==> src/rtl/dpd_coeff_bank_368.sv <==
// Double-buffered a10/a30/a50 coefficient bank. The shadow set is swapped into the active set atomically on frame_sync.
// Optional DPD_COEFF_READBACK_EN adds a registered read port (rd_addr/rd_data) onto the active bank.
module dpd_coeff_bank_368 #(
  parameter int INT_WIDTH    = 4,
  parameter int FRACT_WIDTH  = 12,
  parameter int DATA_WIDTH   = INT_WIDTH + FRACT_WIDTH,
  parameter int SYNC_TIMEOUT = 1024
) (
  input  logic                         clk_368,
  input  logic                         rst_n,
  input  logic                         wr_valid,
  output logic                         wr_ready,
  input  logic [2:0]                   wr_addr,
  input  logic [DATA_WIDTH-1:0]        wr_data,
  input  logic                         commit_req,
  input  logic                         frame_sync,
  output logic                         commit_ack,
  output logic                         commit_nack,
  output logic                         addr_err,
  output logic [7:0]                   swap_count,
  output logic signed [DATA_WIDTH-1:0] a10_r,
  output logic signed [DATA_WIDTH-1:0] a10_i,
  output logic signed [DATA_WIDTH-1:0] a30_r,
  output logic signed [DATA_WIDTH-1:0] a30_i,
  output logic signed [DATA_WIDTH-1:0] a50_r,
  output logic signed [DATA_WIDTH-1:0] a50_i
`ifdef DPD_COEFF_READBACK_EN
  ,
  input  logic [2:0]                   rd_addr,
  output logic [DATA_WIDTH-1:0]        rd_data
`endif
);

  localparam int CW = (SYNC_TIMEOUT > 2) ? $clog2(SYNC_TIMEOUT) : 1;
  localparam logic [CW-1:0] CNT_LAST = CW'(SYNC_TIMEOUT - 1);
  localparam logic [DATA_WIDTH-1:0] IDENTITY = DATA_WIDTH'(1) << FRACT_WIDTH;

  typedef enum logic {IDLE, PEND} state_e;

  state_e                  state_q, state_d;
  logic [CW-1:0]           cnt_q, cnt_d;
  logic [DATA_WIDTH-1:0]   shadow_q [6];
  logic [DATA_WIDTH-1:0]   active_q [6];
  logic [5:0]              dirty_q;
  logic                    addr_err_q;
  logic [7:0]              swap_count_q;
  logic                    ack_q, ack_d;
  logic                    nack_q, nack_d;

  logic                    wr_fire;
  logic                    wr_illegal;
  logic [5:0]              wr_mask;
  logic [5:0]              dirty_w;
  logic                    all_dirty;
  logic                    timeout;
  logic                    swap;

  // A write landing in the same cycle as commit_req counts toward completeness.
  always_comb begin
    wr_mask = '0;
    for (int i = 0; i < 6; i++) begin
      wr_mask[i] = wr_fire && (wr_addr == 3'(i));
    end
  end

  assign wr_fire    = wr_valid && (state_q == IDLE);
  assign wr_illegal = wr_fire && (wr_addr > 3'd5);
  assign dirty_w    = dirty_q | wr_mask;
  assign all_dirty  = &dirty_w;
  assign timeout    = (cnt_q == CNT_LAST);

  always_ff @(posedge clk_368 or negedge rst_n) begin
    if (!rst_n) begin
      state_q <= IDLE;
    end else begin
      state_q <= state_d;
    end
  end

  always_comb begin
    state_d = state_q;
    case (state_q)
      IDLE:    if (commit_req && all_dirty) state_d = PEND;
      PEND:    if (frame_sync || timeout) state_d = IDLE;
      default: state_d = IDLE;
    endcase
  end

  // frame_sync wins over a timeout falling on the same cycle.
  always_comb begin
    wr_ready = (state_q == IDLE);
    swap     = (state_q == PEND) && frame_sync;
    ack_d    = swap;
    nack_d   = ((state_q == IDLE) && commit_req && !all_dirty) ||
               ((state_q == PEND) && !frame_sync && timeout);
    cnt_d    = (state_q == PEND) ? cnt_q + CW'(1) : '0;
  end

  always_ff @(posedge clk_368 or negedge rst_n) begin
    if (!rst_n) begin
      for (int i = 0; i < 6; i++) begin
        shadow_q[i] <= '0;
        active_q[i] <= '0;
      end
      shadow_q[0]  <= IDENTITY;
      active_q[0]  <= IDENTITY;
      dirty_q      <= '0;
      addr_err_q   <= 1'b0;
      swap_count_q <= '0;
      ack_q        <= 1'b0;
      nack_q       <= 1'b0;
      cnt_q        <= '0;
    end else begin
      ack_q  <= ack_d;
      nack_q <= nack_d;
      cnt_q  <= cnt_d;
      for (int i = 0; i < 6; i++) begin
        if (wr_mask[i]) shadow_q[i] <= wr_data;
      end
      if (swap) begin
        for (int i = 0; i < 6; i++) begin
          active_q[i] <= shadow_q[i];
        end
        dirty_q      <= '0;
        addr_err_q   <= 1'b0;
        swap_count_q <= swap_count_q + 8'd1;
      end else begin
        dirty_q <= dirty_w;
        if (wr_illegal) addr_err_q <= 1'b1;
      end
    end
  end

`ifdef DPD_COEFF_READBACK_EN
  logic [DATA_WIDTH-1:0] rd_data_q, rd_data_d;

  always_comb begin
    rd_data_d = '0;
    for (int i = 0; i < 6; i++) begin
      if (rd_addr == 3'(i)) rd_data_d = active_q[i];
    end
  end

  always_ff @(posedge clk_368 or negedge rst_n) begin
    if (!rst_n) begin
      rd_data_q <= '0;
    end else begin
      rd_data_q <= rd_data_d;
    end
  end

  assign rd_data = rd_data_q;
`endif

  assign commit_ack  = ack_q;
  assign commit_nack = nack_q;
  assign addr_err    = addr_err_q;
  assign swap_count  = swap_count_q;
  assign a10_r       = active_q[0];
  assign a10_i       = active_q[1];
  assign a30_r       = active_q[2];
  assign a30_i       = active_q[3];
  assign a50_r       = active_q[4];
  assign a50_i       = active_q[5];

endmodule

==> config.mk <==
export PLATFORM = sky130hd
export DESIGN_NAME = dpd_coeff_bank_368
export DESIGN_NICKNAME = d
export VERILOG_FILES = /design/src/rtl/dpd_coeff_bank_368.sv
export SDC_FILE = /design/constraint.sdc
export NUM_CORES = 1
export LEC_CHECK = 0
export CAP_MARGIN = 10
export CORE_MARGIN = 1
export CORE_UTILIZATION = 30
export DETAILED_ROUTE_END_ITERATION = 16
export SLEW_MARGIN = 20
export SYNTH_ARGS = -nofsm -noshare
export SYNTH_HDL_FRONTEND = slang
export SYNTH_SLANG_ARGS = --single-unit
==> constraint.sdc <==
create_clock -name clk_368 -period 2.65 [get_ports clk_368]
set_clock_uncertainty 0.2 [all_clocks]
set_input_delay 0.6625 -clock clk_368 [delete_from_list [all_inputs] [get_ports clk_368]]
set_output_delay 0.6625 -clock clk_368 [all_outputs]
set_load 0.02 [all_outputs]
=== After elaboration in Yosys (flattened, before gate mapping) ===
Index checks and enable logic that the tools add are counted.

* Add/subtract/negate cells: 2
* Magnitude comparators: 1
* Eq/ne operators: 6
* Bitwise gates (word level): 2
* Mux-type cells: 7
* Reductions and logical operators: 21

{| class="wikitable"
|+ Operators by type and width
! cell !! number
|-
| $logic_and 1x1->1 || 14
|-
| $add 10x1->10 const B || 1
|-
| $eq 10x10->1 const B || 1
|-
| $mux 10 || 1
|-
| $add 8x1->8 const B || 1
|-
| $eq 3x2->1 const B || 2
|-
| $eq 3x3->1 const B || 2
|-
| $mux 6 || 1
|-
| $or 6x6->6 || 1
|-
| $reduce_and 6->1 || 1
|-
| $mux 1 || 4
|-
| $eq 3x1->1 const B || 1
|-
| $gt 3x3->1 const B || 1
|-
| $logic_not 3->1 || 1
|-
| $logic_not 1->1 || 2
|-
| $logic_or 1x1->1 || 2
|-
| $pmux 1 s2 || 1
|-
| $reduce_bool 2->1 || 1
|-
| $not 1->1 || 1
|}

* Flip-flop bits (word level): 220
* Output and inout bits: 108
* Input port bits: 24
* Logic and storage cells: 58

=== Longest topological paths before layout ===
Gate-level depths: netlist (run 1).

* Depth after elaboration: 8
* Depth in mapped cells: 6
* Mapped depth without buffers: 5

=== Least setup slack after synthesis (run 1) ===
OpenSTA, ideal clock, no wires.

* Path kind: input to register
* From: input port wr_valid
* To: register shadow_q[38] in the netlist's numbering
* Path buffers: 2
* Required time: 2.325 ns
* Library setup time: 0.125 ns
* Path slack: 0.625 ns
* Stages: 5
* Arrival: 1.700 ns
* Cells stage by stage: nor3b_4 -> and3_4 -> buf_6 -> buf_12 -> mux2_2

* Longest elaborated chain between the ends: 2

{| class="wikitable"
|+ Ends and longest elaborated chain
! what !! line !! RTL
|-
| start, declared || 11 || <nowiki>input logic wr_valid,</nowiki>
|-
| $logic_and 1x1->1 || 66 || <nowiki>assign wr_fire = wr_valid && (state_q == IDLE);</nowiki>
|-
| $logic_and 1x1->1 || 62 || <nowiki>wr_mask[i] = wr_fire && (wr_addr == 3'(i));</nowiki>
|-
| end signal, assigned by index || 118 || <nowiki>if (wr_mask[i]) shadow_q[i] <= wr_data;</nowiki>
|-
| end, declared || 42 || <nowiki>logic [DATA_WIDTH-1:0] shadow_q [6];</nowiki>
|}

Every way passes these cells.
A chain may end at the register's enable or synchronous reset.

=== Worst setup path in the final report (run 1) ===
* From: register active_q (netlist bit a10_r[12])
* To: output port a10_r[12]

{| class="wikitable"
|+ RTL lines
! what !! line !! RTL
|-
| start, declared || 43 || <nowiki>logic [DATA_WIDTH-1:0] active_q [6];</nowiki>
|-
| start signal, assigned by index || 122 || <nowiki>active_q[i] <= shadow_q[i];</nowiki>
|-
| end, declared || 21 || <nowiki>output logic signed [DATA_WIDTH-1:0] a10_r,</nowiki>
|}

No word-level cell between the ends.

==> metrics.log, run 1 <==
[metrics] result of the run: completed
[metrics] global-route wire length before repair: roughly 32 mm
[metrics] # resized after CTS: 0
[metrics] synthesized area: 8490 um^2
[metrics] max-slew violation count: 0
[metrics] share of the synthesized area in the top cell type: 0.643
[metrics] maximum resistive drop on vdd: around 450 uV
[metrics] router iterations before antenna repair: 4
[metrics] net switching share of the total power: 0.321
[metrics] ordered list of cells on the worst path: clkdlybuf4s50_1
[metrics] Core Region: roughly 28000 um^2
[metrics] Worst Tran Pin Value: 0.476 ns
[metrics] startpoint types: flop
[metrics] number of enable flip-flop cells after synthesis: 0
[metrics] quantity of I/O buffers inserted on ports: between 100 and 150
[metrics] register bit count reported by yosys: 220
[metrics] setup violation total in the final timing report: 0
[metrics] CP bufs+invs: 1
[metrics] detailed-route wire length: between 15 and 20 mm
[metrics] number of buffers created by CTS: 24
[metrics] Synth area leader: sky130_fd_sc_hd__dfrtp_1
[metrics] logic gate share of total power: 0.321
[metrics] clock share of power: 0.260
[metrics] Skew-Pair Late Insertion Delay: roughly 0.5 ns
[metrics] number of distinct library cells after synthesis: 42
[metrics] static leakage: 5.19 nW
[metrics] worst slack, placed: between 0.1 and 0.15 ns
[metrics] cell at the slowest stage of the critical path: sky130_fd_sc_hd__clkdlybuf4s50_1
[metrics] peak fanout along the critical path: 2
[metrics] sequential standard cell area: between 5000 and 6000 um^2
[metrics] maximum number of pins on one net before global-route repair: 83
[metrics] critical path data arrival time: 1.62 ns
[metrics] worst min-delay path class: flop to flop
[metrics] net count of the finished layout: 894
[metrics] final RePlAce weighted congestion: around 0.75
[metrics] CTS tree: built
[metrics] fin crit share: 0.938
[metrics] relative area change from synthesis to final layout: 31.6%
[metrics] Area after DPL: approximately 10000 um^2
[metrics] initial antenna violation count: 0
[metrics] total DRC errors in the routed layout: 0
[metrics] final-layout setup total negative slack: 0 ns
[metrics] min setup slack post-route: approximately 0.16 ns
[metrics] number of H-tree branching levels: 1
[metrics] clock-pin slew on the worst setup and hold paths: 0.06 ns
[metrics] cells after synthesis: around 720
[metrics] Setup CP Type: flop to output pin
[metrics] first-iteration detailed-routing DRC count: 350
[metrics] antenna-violating nets left: 0
[metrics] worst slew margin relative to its limit: 0.683
[metrics] vias in the first global route: roughly 5.6k
[metrics] share of cells above drive strength 1: 0.188
[metrics] clock root cell: sky130_fd_sc_hd__clkbuf_16
[metrics] hold buffer count at CTS: 1
[metrics] multi-input logic area: around 2800 um^2
[metrics] total routing usage reported by global routing: 0.140
[metrics] clk sink count: 220
[metrics] most used flip-flop cell after synthesis: sky130_fd_sc_hd__dfrtp_1
[metrics] largest cells by area after synthesis: sky130_fd_sc_hd__dfrtp_1 (64%), sky130_fd_sc_hd__nand2_1 (13%), sky130_fd_sc_hd__mux2_2 (12%)
[metrics] maximum buffer depth of the clock tree: 3
[metrics] number of hold violations in the final report: 0
[metrics] leading post-synthesis cells by instance count: sky130_fd_sc_hd__nand2_1 (300), sky130_fd_sc_hd__dfrtp_1 (218), sky130_fd_sc_hd__mux2_2 (87)
[metrics] required time worst endpoint: between 1.5 and 2 ns
[metrics] count of pins on the block boundary: 132
[metrics] FP Rows: a little over 60
[metrics] cell internal pwr: about 0.0087 W
[metrics] critical path capture point type: output pin
[metrics] setup repair after global routing missed its margin: no
[metrics] die footprint: roughly 29000 um^2
[metrics] vias: 5500
[metrics] net switching power of the design: roughly 0.004 W
[metrics] count of max-cap constraint violations: 0
[metrics] family of cells with the greatest summed delay on the critical path: buffers and inverters
[metrics] global route total overflow: 0
[metrics] vias per inst: about 4.4
[metrics] Avg WL per Cell: 15.6 um
[metrics] post-layout minimum cycle time: around 2.5 ns
[metrics] effective utilization at floorplan: 0.305
[metrics] total number of yosys warnings: 0
[metrics] Avg Inst Size Synth: 11.7 um^2
[metrics] Sequential Power Share: 0.419
[metrics] power per cell area: 1150 nW/um^2
[metrics] Post-Syn Nets: 750
[metrics] die outline height: 170 um
[metrics] sequential area share after synthesis: 0.649
[metrics] delay of the slowest critical-path stage: 0.59 ns
[metrics] most frequent cell after synthesis: sky130_fd_sc_hd__nand2_1
[metrics] Reg2Reg Setup Slack: roughly 0.77 ns
[metrics] DP HPWL: approximately 13 mm
[metrics] Diodes inserted: 0
[metrics] Horiz. Die Dim: 170 um
[metrics] Final Cell Area: 11200 um^2
[metrics] share of flip-flops with an asynchronous set or reset: 1.00
[metrics] worst hold slack after final layout: approximately 0.26 ns
[metrics] Post-CTS Setup Inserts: 0
[metrics] # fillers: 2737
[metrics] highest clock rate: 402 MHz
## final cells by class
type	instances	area share
sequential	220	0.493
multi-input combinational	468	0.249
timing repair buffer	149	0.143
clock buffer	35	0.0657
tap	378	0.0424
clock inverter	7	0.00583
inverter	5	0.00190
## state kept, by name (all words and copies together), names as in the netlist
register and flops:
a50_r 16, dirty_q 6, a10_r 16, state_q 1, a30_i 16, shadow_q 96
commit_ack 1, swap_count 8, commit_nack 1, cnt_q 10, a10_i 16, addr_err 1
a30_r 16, a50_i 16
## stage by stage
stage	cells	power [W]	util
after CTS	1262	0.0130	0.402
final	1262	0.0128	0.402
after global routing	1262	0.0136	0.402
after detailed placement	1219	0.00960	0.373
after global placement	1219	0.00952	0.373
after floorplan	724	0.00752	-
## power groups by stage
| stage | Combinational (W) | Clock, W | Sequential [W] |
|---|---|---|---|
| 3_5_place_dp | 0.00416 | 0 | 0.00543 |
| 6_report | 0.00411 | 0.00333 | 0.00537 |
| 2_1_floorplan | 0.00139 | 0 | 0.00613 |
| 5_1_grt | 0.00448 | 0.00359 | 0.00554 |
| 4_1_cts | 0.00419 | 0.00344 | 0.00539 |
| 3_3_place_gp | 0.00410 | 0 | 0.00542 |
## layout by cell type (no fill, tap or decap), types with 2 or more instances in the layout
master	instances
sky130_fd_sc_hd__and4_1	3
sky130_fd_sc_hd__clkinv_2	4
sky130_fd_sc_hd__clkbuf_8	7
sky130_fd_sc_hd__nand2_1	299
sky130_fd_sc_hd__xor2_1	5
sky130_fd_sc_hd__nor3_1	2
sky130_fd_sc_hd__dfstp_2	2
sky130_fd_sc_hd__buf_12	11
sky130_fd_sc_hd__ha_1	2
sky130_fd_sc_hd__clkdlybuf4s50_1	130
sky130_fd_sc_hd__buf_4	6
sky130_fd_sc_hd__inv_1	4
sky130_fd_sc_hd__clkbuf_16	25
sky130_fd_sc_hd__mux2_4	9
sky130_fd_sc_hd__nand2_2	2
sky130_fd_sc_hd__clkinvlp_4	2
sky130_fd_sc_hd__a21oi_1	7
sky130_fd_sc_hd__nand4_1	4
sky130_fd_sc_hd__mux2_2	87
sky130_fd_sc_hd__nor2_1	14
sky130_fd_sc_hd__dfrtp_1	218
sky130_fd_sc_hd__clkbuf_1	3
sky130_fd_sc_hd__xnor2_1	9
sky130_fd_sc_hd__nand3_1	4
## layer usage
metal | track usage | routed length, um
met5 | 0 | 0
met4 | 0.0345 | 289
met3 | 0.0279 | 1020
met2 | 0.222 | 9020
met1 | 0.195 | 9290
## worst paths after layout
path,from,endpoint,depth (start not counted)
worst max-delay path,a10_r[12],a10_r[12],1
worst min-delay path,a10_r[12],a10_r[12],2
worst max register to register,state_q,shadow_q[35],4
worst min register to register,a10_r[12],a10_r[12],2
max in group asynchronous,rst_n,a30_i[4],3
min in group asynchronous,rst_n,a30_r[10],2
## kinds of logic (layout without fill, tap and decap cells)
| kind of cell | count (synthesis) | after routing | share of synthesized area |
|---|---|---|---|
| simple gates | 341 | 341 | 0.164 |
| xor+xnor | 14 | 14 | 0.0144 |
| flops | 220 | 220 | 0.649 |
| buf+inv | 36 | 196 | 0.0249 |
| compound gates | 15 | 15 | 0.0131 |
| mux | 96 | 96 | 0.131 |
| fa+ha+maj | 2 | 2 | 0.00295 |
Note: power is estimated with default switching activity, not from simulation.
==> run 2: changes to the inputs <==
- CAP_MARGIN: 10 -> 20
- CORE_MARGIN: 1 -> default
==> results of run 2 <==
The final DEF is identical to that of run 1; final timing and power are the same.
